--- src/rtl/mdio_controller.sv ---
// MDIO management-frame controller.
// Serialises a 32-bit management frame onto MDIO_OUT, MSB first, with MDC running at CLK/2.
// A write (op 01) drives all 32 bits. A read (op 10) drives bits 31:16, then releases the line
// and shifts 16 bits in from MDIO_IN.
// Optional build macro: MDIO_PREAMBLE_EN. When defined, 32 preamble ones are sent before each frame.
module mdio_controller (
  input  logic        CLK,
  input  logic        RESET,
  input  logic        MDIO_START,
  input  logic [31:0] T_DATA,
  input  logic        MDIO_IN,
  output logic        MDC,
  output logic        MDIO_OE,
  output logic        MDIO_OUT,
  output logic [15:0] RD_DATA,
  output logic        DATA_RDY,
  output logic        BUSY
);

  typedef enum logic [2:0] {
    ST_IDLE = 3'd0,
`ifdef MDIO_PREAMBLE_EN
    ST_PRE  = 3'd1,
`endif
    ST_SEND = 3'd2,
    ST_RECV = 3'd3,
    ST_DONE = 3'd4
  } state_t;

  state_t      state_q;
  logic        mdc_q;
  logic        mdc_d;
  logic        oe_q;
  logic        out_q;
  logic [15:0] rd_data_q;
  logic        rdy_q;
  logic        busy_q;
  logic [31:0] shadow_q;
  logic [15:0] shift_q;
  logic [5:0]  cnt_q;
  logic        tail_q;

  logic        mdc_fall_s;
  logic        mdc_rise_s;
  logic        op_valid_s;
  logic        is_read_s;
  logic [5:0]  stop_idx_s;

  // MDC is about to fall on this edge when it is currently high, and about to rise when it is low.
  assign mdc_fall_s = mdc_q;
  assign mdc_rise_s = ~mdc_q;
  assign mdc_d      = ~mdc_q;
  assign op_valid_s = (T_DATA[29:28] == 2'b01) || (T_DATA[29:28] == 2'b10);
  assign is_read_s  = (shadow_q[29:28] == 2'b10);
  // A read stops driving after bit 16. A write drives down to bit 0.
  assign stop_idx_s = is_read_s ? 6'd16 : 6'd0;

  // Management clock: toggles on every CLK edge while out of reset.
  always_ff @(posedge CLK or negedge RESET) begin
    if (!RESET) begin
      mdc_q <= 1'b0;
    end else begin
      mdc_q <= mdc_d;
    end
  end

  // Frame sequencer. Driven bits change on MDC falls and read data is sampled on MDC rises.
  always_ff @(posedge CLK or negedge RESET) begin
    if (!RESET) begin
      state_q   <= ST_IDLE;
      oe_q      <= 1'b0;
      out_q     <= 1'b0;
      rd_data_q <= 16'h0000;
      rdy_q     <= 1'b0;
      busy_q    <= 1'b0;
      shadow_q  <= 32'h0000_0000;
      shift_q   <= 16'h0000;
      cnt_q     <= 6'd0;
      tail_q    <= 1'b0;
    end else begin
      rdy_q <= 1'b0;
      case (state_q)
        ST_IDLE: begin
          if (MDIO_START && op_valid_s) begin
            shadow_q <= T_DATA;
            busy_q   <= 1'b1;
            tail_q   <= 1'b0;
            cnt_q    <= 6'd31;
`ifdef MDIO_PREAMBLE_EN
            state_q  <= ST_PRE;
`else
            state_q  <= ST_SEND;
`endif
          end
        end
`ifdef MDIO_PREAMBLE_EN
        ST_PRE: begin
          if (mdc_fall_s) begin
            oe_q  <= 1'b1;
            out_q <= 1'b1;
            if (cnt_q == 6'd0) begin
              state_q <= ST_SEND;
              cnt_q   <= 6'd31;
            end else begin
              cnt_q <= cnt_q - 6'd1;
            end
          end
        end
`endif
        ST_SEND: begin
          if (mdc_fall_s) begin
            if (tail_q) begin
              // The last driven bit has now been held for a full MDC period, so release the line.
              oe_q   <= 1'b0;
              out_q  <= 1'b0;
              tail_q <= 1'b0;
              if (is_read_s) begin
                state_q <= ST_RECV;
                cnt_q   <= 6'd15;
              end else begin
                state_q <= ST_DONE;
                cnt_q   <= 6'd0;
              end
            end else begin
              oe_q  <= 1'b1;
              out_q <= shadow_q[cnt_q[4:0]];
              if (cnt_q == stop_idx_s) begin
                tail_q <= 1'b1;
              end else begin
                cnt_q <= cnt_q - 6'd1;
              end
            end
          end
        end
        ST_RECV: begin
          if (mdc_rise_s) begin
            shift_q <= {shift_q[14:0], MDIO_IN};
            if (cnt_q == 6'd0) begin
              rd_data_q <= {shift_q[14:0], MDIO_IN};
              rdy_q     <= 1'b1;
              state_q   <= ST_DONE;
              // DONE is entered mid-period here, so one extra MDC fall is skipped to keep the receive window at 16 periods.
              cnt_q     <= 6'd1;
            end else begin
              cnt_q <= cnt_q - 6'd1;
            end
          end
        end
        ST_DONE: begin
          if (mdc_fall_s) begin
            oe_q  <= 1'b0;
            out_q <= 1'b0;
            if (cnt_q == 6'd0) begin
              state_q <= ST_IDLE;
              busy_q  <= 1'b0;
            end else begin
              cnt_q <= cnt_q - 6'd1;
            end
          end
        end
        default: begin
          state_q <= ST_IDLE;
          busy_q  <= 1'b0;
          oe_q    <= 1'b0;
          out_q   <= 1'b0;
        end
      endcase
    end
  end

  assign MDC      = mdc_q;
  assign MDIO_OE  = oe_q;
  assign MDIO_OUT = out_q;
  assign RD_DATA  = rd_data_q;
  assign DATA_RDY = rdy_q;
  assign BUSY     = busy_q;

endmodule
--- config.mk ---
export PLATFORM = sky130hd
export DESIGN_NAME = mdio_controller
export DESIGN_NICKNAME = d
export VERILOG_FILES = /design/src/rtl/mdio_controller.sv
export SDC_FILE = /design/constraint.sdc
export NUM_CORES = 1
export LEC_CHECK = 0
export BUFFER_PORTS_ARGS = -buffer_cell sky130_fd_sc_hd__buf_2
export CAP_MARGIN = 20
export CORE_MARGIN = 3
export CORE_UTILIZATION = 51
export CTS_CLUSTER_DIAMETER = 30
export DETAILED_ROUTE_END_ITERATION = 6
export GPL_TIMING_DRIVEN = 1
export PLACE_DENSITY = 0.77
export SLEW_MARGIN = 10
export SYNTH_ARGS = -nofsm -noshare
export SYNTH_HDL_FRONTEND = slang
export SYNTH_SLANG_ARGS = --single-unit
--- constraint.sdc ---
create_clock -name CLK -period 2.3 [get_ports CLK]
set_clock_uncertainty 0.05 [all_clocks]
set_input_delay 0.46 -clock CLK [delete_from_list [all_inputs] [get_ports CLK]]
set_output_delay 0.46 -clock CLK [all_outputs]
set_load 0.05 [all_outputs]
After elaboration in Yosys (flattened, before gate mapping). Cells that the tools add are included.

Bits in registers: 78. Input bits: 36.

Multiplexer cells: 41. Equality and inequality tests: 16. Reduce and logical (&&, ||, !) cells: 16. $lt $le $gt $ge: 1. Add/sub/neg operators: 1. Bitwise logic cells: 3.

Operator list (number): 2-to-1 mux 6 bit (8); 2-to-1 mux 3 bit (8); case mux 6 bit (4 select lines) (1); 2-to-1 mux 1 bit (16); inequality test 2 bit (second input constant) (8); AND reduction 7 bit (2); case mux 3 bit (4 select lines) (1); case mux 1 bit (3 select lines) (3); AND reduction 3 bit (3); equality test 3 x 2 -> 1 bit (second input constant) (2); equality test 6 x 5 -> 1 bit (1); zero test 6 bit (1); less-than comparator 5 x 6 -> 1 bit (second input constant) (1); subtractor 6 x 1 -> 6 bit (second input constant) (1); binary-select mux 1 bit (select 5 bit) (1); 2-to-1 mux 5 bit (1); equality test 2 bit (second input constant) (2); 2-to-1 mux 4 bit (1); AND reduction 2 bit (2); AND reduction 4 bit (1); nonzero test 4 bit (1); OR reduction 2 bit (2); equality test 3 bit (second input constant) (1); zero test 3 bit (1); 7 further kinds (9).

Longest topological paths before layout.
Depth in word-level cells: 7. Depth in mapped cells: 9. Depth with buffers taken out: 7.

Least setup slack after synthesis. No wires, ideal clock.

Kind: reg2reg. Start point: reg cnt_q[0]. End point: reg rd_data_q[0], in the netlist RD_DATA[0]. Library setup time: 0.125 ns. Slack: 0.055 ns. Stages on the path, launching flop included: 10. Data required time: 2.125 ns. Arrival: 2.070 ns. Cell sequence: dfrtp_1 buf_2 inv_1 ha_1 nor3b_2 nor2b_1 and3b_1 buf_4 buf_4 mux2_2.

Cells in the longest elaborated chain, start to end: 2.

Ends and longest elaborated chain: start: declaration (line 40) `logic [5:0] cnt_q;`; start signal: assignment (line 130) `cnt_q <= cnt_q - 6'd1;`; start signal: assignment (line 145) `cnt_q <= cnt_q - 6'd1;`; start signal: assignment (line 157) `cnt_q <= cnt_q - 6'd1;`; zero test 6 bit (line 138) `if (cnt_q == 6'd0) begin`; AND reduction 3 bit (no source line); end signal: assignment (line 139) `rd_data_q <= {shift_q[14:0], MDIO_IN};`; end: declaration (line 35) `logic [15:0] rd_data_q;`.

Every way passes these cells. A chain may end at the register's enable or synchronous reset.

Final worst setup path.
Start point: reg cnt_q[0]. End point: reg rd_data_q[9], in the netlist RD_DATA[9].

The elaborated chain is that of the path after synthesis.

==> metrics.md <==
| Metric | Value |
|---|---|
| Final setup TNS | 0 ns |
| TritonCTS buffer count | 9 |
| Port Buffers | 56 |
| Fin crit share | 94.2% |
| CTS tree | done |
| Routability-driven placement congestion ratio | 0.879 |
| Slew margin rel. | 66.3% |
| Root buf cell | clkbuf_8 |
| Reg2reg path depth | 7 |
| Slowest cell on the critical path | dfrtp_1 |
| Required time worst endpoint | 2.49 ns |
| WHS | 0.258 ns |
| Initial antenna violation count | 0 |
| Starting DRT DRC Count | 324 |
| Wire per inst | 16.5 µm |
| Leakage Power | 2.03 nW |
| Clock slew at reported path FFs | 0.09 ns |
| 1st-pass router iterations | 5 |
| GRT overflow | 0 |
| Post-detailed-route DRC marker count | 0 |
| Mapped Nets | 317 |
| Busiest layer in global routing | met2 |
| Yosys reg bits | between 70 and 80 |
| CP endpoint kind | flop |
| Antenna viol nets, final | 0 |
| RSZ-0062 raised after global routing | no |
| MaxCap Viol Count | 0 |
| Largest net degree at the start of global routing | 50 |
| Die height | 90.3 µm |
| P&R area growth vs syn | 18.3% |
| Post-synth cell types | 50 |
| Pwr Density | 1110 nW/µm² |
| Syn avg cell area | 12.9 µm² |
| Final-report setup violation count | 0 |
| Reg2reg start | cnt_q[0] |
| Die Wd | around 90 µm |
| Final count of hold timing violations | 0 |
| Ys Warns | 0 |
| Crit-path max cell delay | about 0.39 ns |
| Hold path cells | 2 |
| GRT Total Usage | 18.9% |
| Startpoint types | flop |
| Via count | 2548 |
| Worst Path Buf+Inv | 2 |
| Worst hold path startpoint | T_DATA[29] |
| Peak Freq | 461 MHz |
| Clock Latency Late Sink | 0.35 ns |
| Dpl hpwl | 4.91 mm |
| WS Path Type | reg -> reg |
| Worst-Margin Slew | 0.504 ns |
| Drt via density | 5.74 |
| Diode count | 0 |
| Std cell rows | 30 |
| FF-to-FF End | RD_DATA[9] |
| Vias in the first global route | 2573 |
| Final WS setup | 0.133 ns |
| Die ar. | 8160 µm² |
| Crit-path leading delay family | simple AND/OR/NAND/NOR gates |
| Final wirelength | 7.31 mm |
| Core Box Area | 6830 µm² |
| VDD IR max | between 0.0006 and 0.0007 V |
| Met2 Use GR | 30.1% |
| Status | finished clean |
| GR Layer Usage met3 | between 4 and 5% |
| Reg2Reg Setup Slack | 0.13 ns |
| Setup bufs post-CTS | 0 |
| Most common flop cell mapped by yosys | dfrtp_1 |
| Fin nets | 380 |
| First-pass GRT wire length | 12.5 mm |
| Met1 Use GR | 26.0% |
| Total clock sinks | between 70 and 80 |
| I/O pin cnt | 57 |
| Critical-path cell list | inv_1, ha_1, nor3b_4, nor2b_2, and3b_1, buf_12, mux2_2 |
| Period minus WS final | 2.17 ns |
| CP Data Arrival Time | 2.36 ns |
| Hold Crit Endpoint | shadow_q[28] |
| Worst Setup SP | cnt_q[0] |
| CTS HTree Levels | 3 |
| Layout cells sized above 1 | 47.1% |
| Clock Tree Buf Depth | 2 |
| Post-Syn Area | 3630 µm² |
| Number of synthesized flops with an enable pin | 0 |
| Final slew viol count | 0 |
| Gate Count Post-Synth | 280 |
| Async S/R FF share, synth | 100% |
| Worst Path Max Fanout | 17 |
| Setup WS pre-CTS | 0.135 ns |
| Seq/Total Area, Yosys | 53.8% |
| Worst hold path class | in -> reg |
| Starting Density | 53.1% |
-- flip-flops by register name, summed over array words and instances (netlist names) --
register	count
shadow_q	32
RD_DATA	16
shift_q	15
cnt_q	6
state_q	3
BUSY	1
DATA_RDY	1
MDC	1
MDIO_OE	1
MDIO_OUT	1
tail_q	1
-- cell families (layout without fill, tap and decap cells) --
group | after synthesis | count (layout) | share of synthesized area [%]
and+or+nand+nor | 57 | 57 | 8.97
muxes | 74 | 74 | 24.7
buffers and inverters | 23 | 91 | 3.07
adders and majority gates | 1 | 1 | 0.345
DFF | 78 | 78 | 53.8
xor gates and xnor gates | 2 | 2 | 0.483
AOI/OAI and AO/OA | 45 | 45 | 8.59
-- synth_stat cells (all sizes together) (5+ instances only) --
master	number	share of area [%]
a21oi	5	0.69
dfrtp	78	54
inv	6	0.62
mux4	6	3.7
a31oi	5	0.86
nor2b	5	0.86
clkbuf	6	0.62
o21ai	11	1.5
nand2b	5	0.86
mux2	64	20
nor2	15	1.6
buf	11	1.8
nand2	8	0.83
-- per-layer routing --
| layer | part of all wire [%] | routed length [µm] | up-vias |
|---|---|---|---|
| met5 | 0 | 0 | - |
| met4 | 1.1 | 80 | 0 |
| met3 | 6.5 | 478 | 12 |
| met2 | 49 | 3580 | 108 |
| met1 | 43 | 3160 | 1268 |
| li1 | - | - | 1160 |
-- layout by cell type (no fill, tap or decap), types with 2 or more instances in the layout --
master | Yosys | final
a31oi_1 | 5 | 4
clkbuf_8 | 0 | 9
inv_1 | 5 | 5
a21oi_1 | 5 | 5
buf_4 | 2 | 10
nand2_1 | 8 | 8
nor3_1 | 3 | 3
a22o_1 | 4 | 4
o21ai_0 | 11 | 11
nand4_1 | 2 | 2
inv_6 | 0 | 3
o31ai_1 | 3 | 3
clkinvlp_4 | 0 | 2
nand2b_1 | 5 | 5
mux2_2 | 64 | 64
nand3_1 | 4 | 3
nor2b_1 | 5 | 4
o22ai_1 | 4 | 4
dfrtp_1 | 78 | 77
a221o_1 | 2 | 2
nor4_1 | 2 | 2
buf_2 | 8 | 55
buf_12 | 0 | 3
mux4_2 | 6 | 6
and3_1 | 4 | 4
mux2i_1 | 4 | 4
nor2_1 | 14 | 14
-- per-stage QoR --
step                utilization (%)  area, µm²  cells  power, mW
CTS                            62.5       4270    444       4.75
global route                   62.8       4290    444       5.07
global placement               59.5       4070    427       3.70
detailed placement             59.5       4070    427       3.76
finish                         62.8       4290    444       4.76
floorplan                         -       3630    280       3.30
-- worst register-to-register path: cells and delay by family, from the launching register on --
kind,cells,cell delay (ns)
muxes,1,0.34
adders and majority gates,1,0.21
buffers and inverters,2,0.30
DFF,1,0.39
and+or+nand+nor,3,0.78
-- final cells by class --
type | instances | area [µm²]
Clock inverter | 7 | 66.3
Timing Repair Buffer | 69 | 420
Inverter | 6 | 22.5
Clock buffer | 9 | 124
Multi-Input combinational cell | 179 | 1580
Tap cell | 96 | 120
Fill cell | 563 | 2540
Sequential cell | 78 | 1950
-- how the worst max path moves through the flow --
stage | end | slack (ns) | cells after the start
after floorplan | RD_DATA[0] | 0.05 | 9
after global placement | cnt_q[4] | 0.16 | 6
after detailed placement | cnt_q[3] | 0.14 | 7
after CTS | cnt_q[4] | 0.07 | 5
after global routing | RD_DATA[5] | 0.01 | 7
final | RD_DATA[9] | 0.13 | 7
-- timing repair --
| action | CTS | global route |
|---|---|---|
| gates resized for setup | 0 | 5 |
| endpoints found under the hold margin | 29 | 0 |
| endpoints found under the setup margin | 0 | 22 |
| hold buffers | 1 | 0 |
-- power breakdown --
| group | total, mW | switching, mW | internal [mW] |
|---|---|---|---|
| Sequential | 2.05 | 0.298 | 1.75 |
| Clock | 0.980 | 0.566 | 0.414 |
| Combinational | 1.73 | 0.836 | 0.893 |
(Power assumes the default switching activity.)
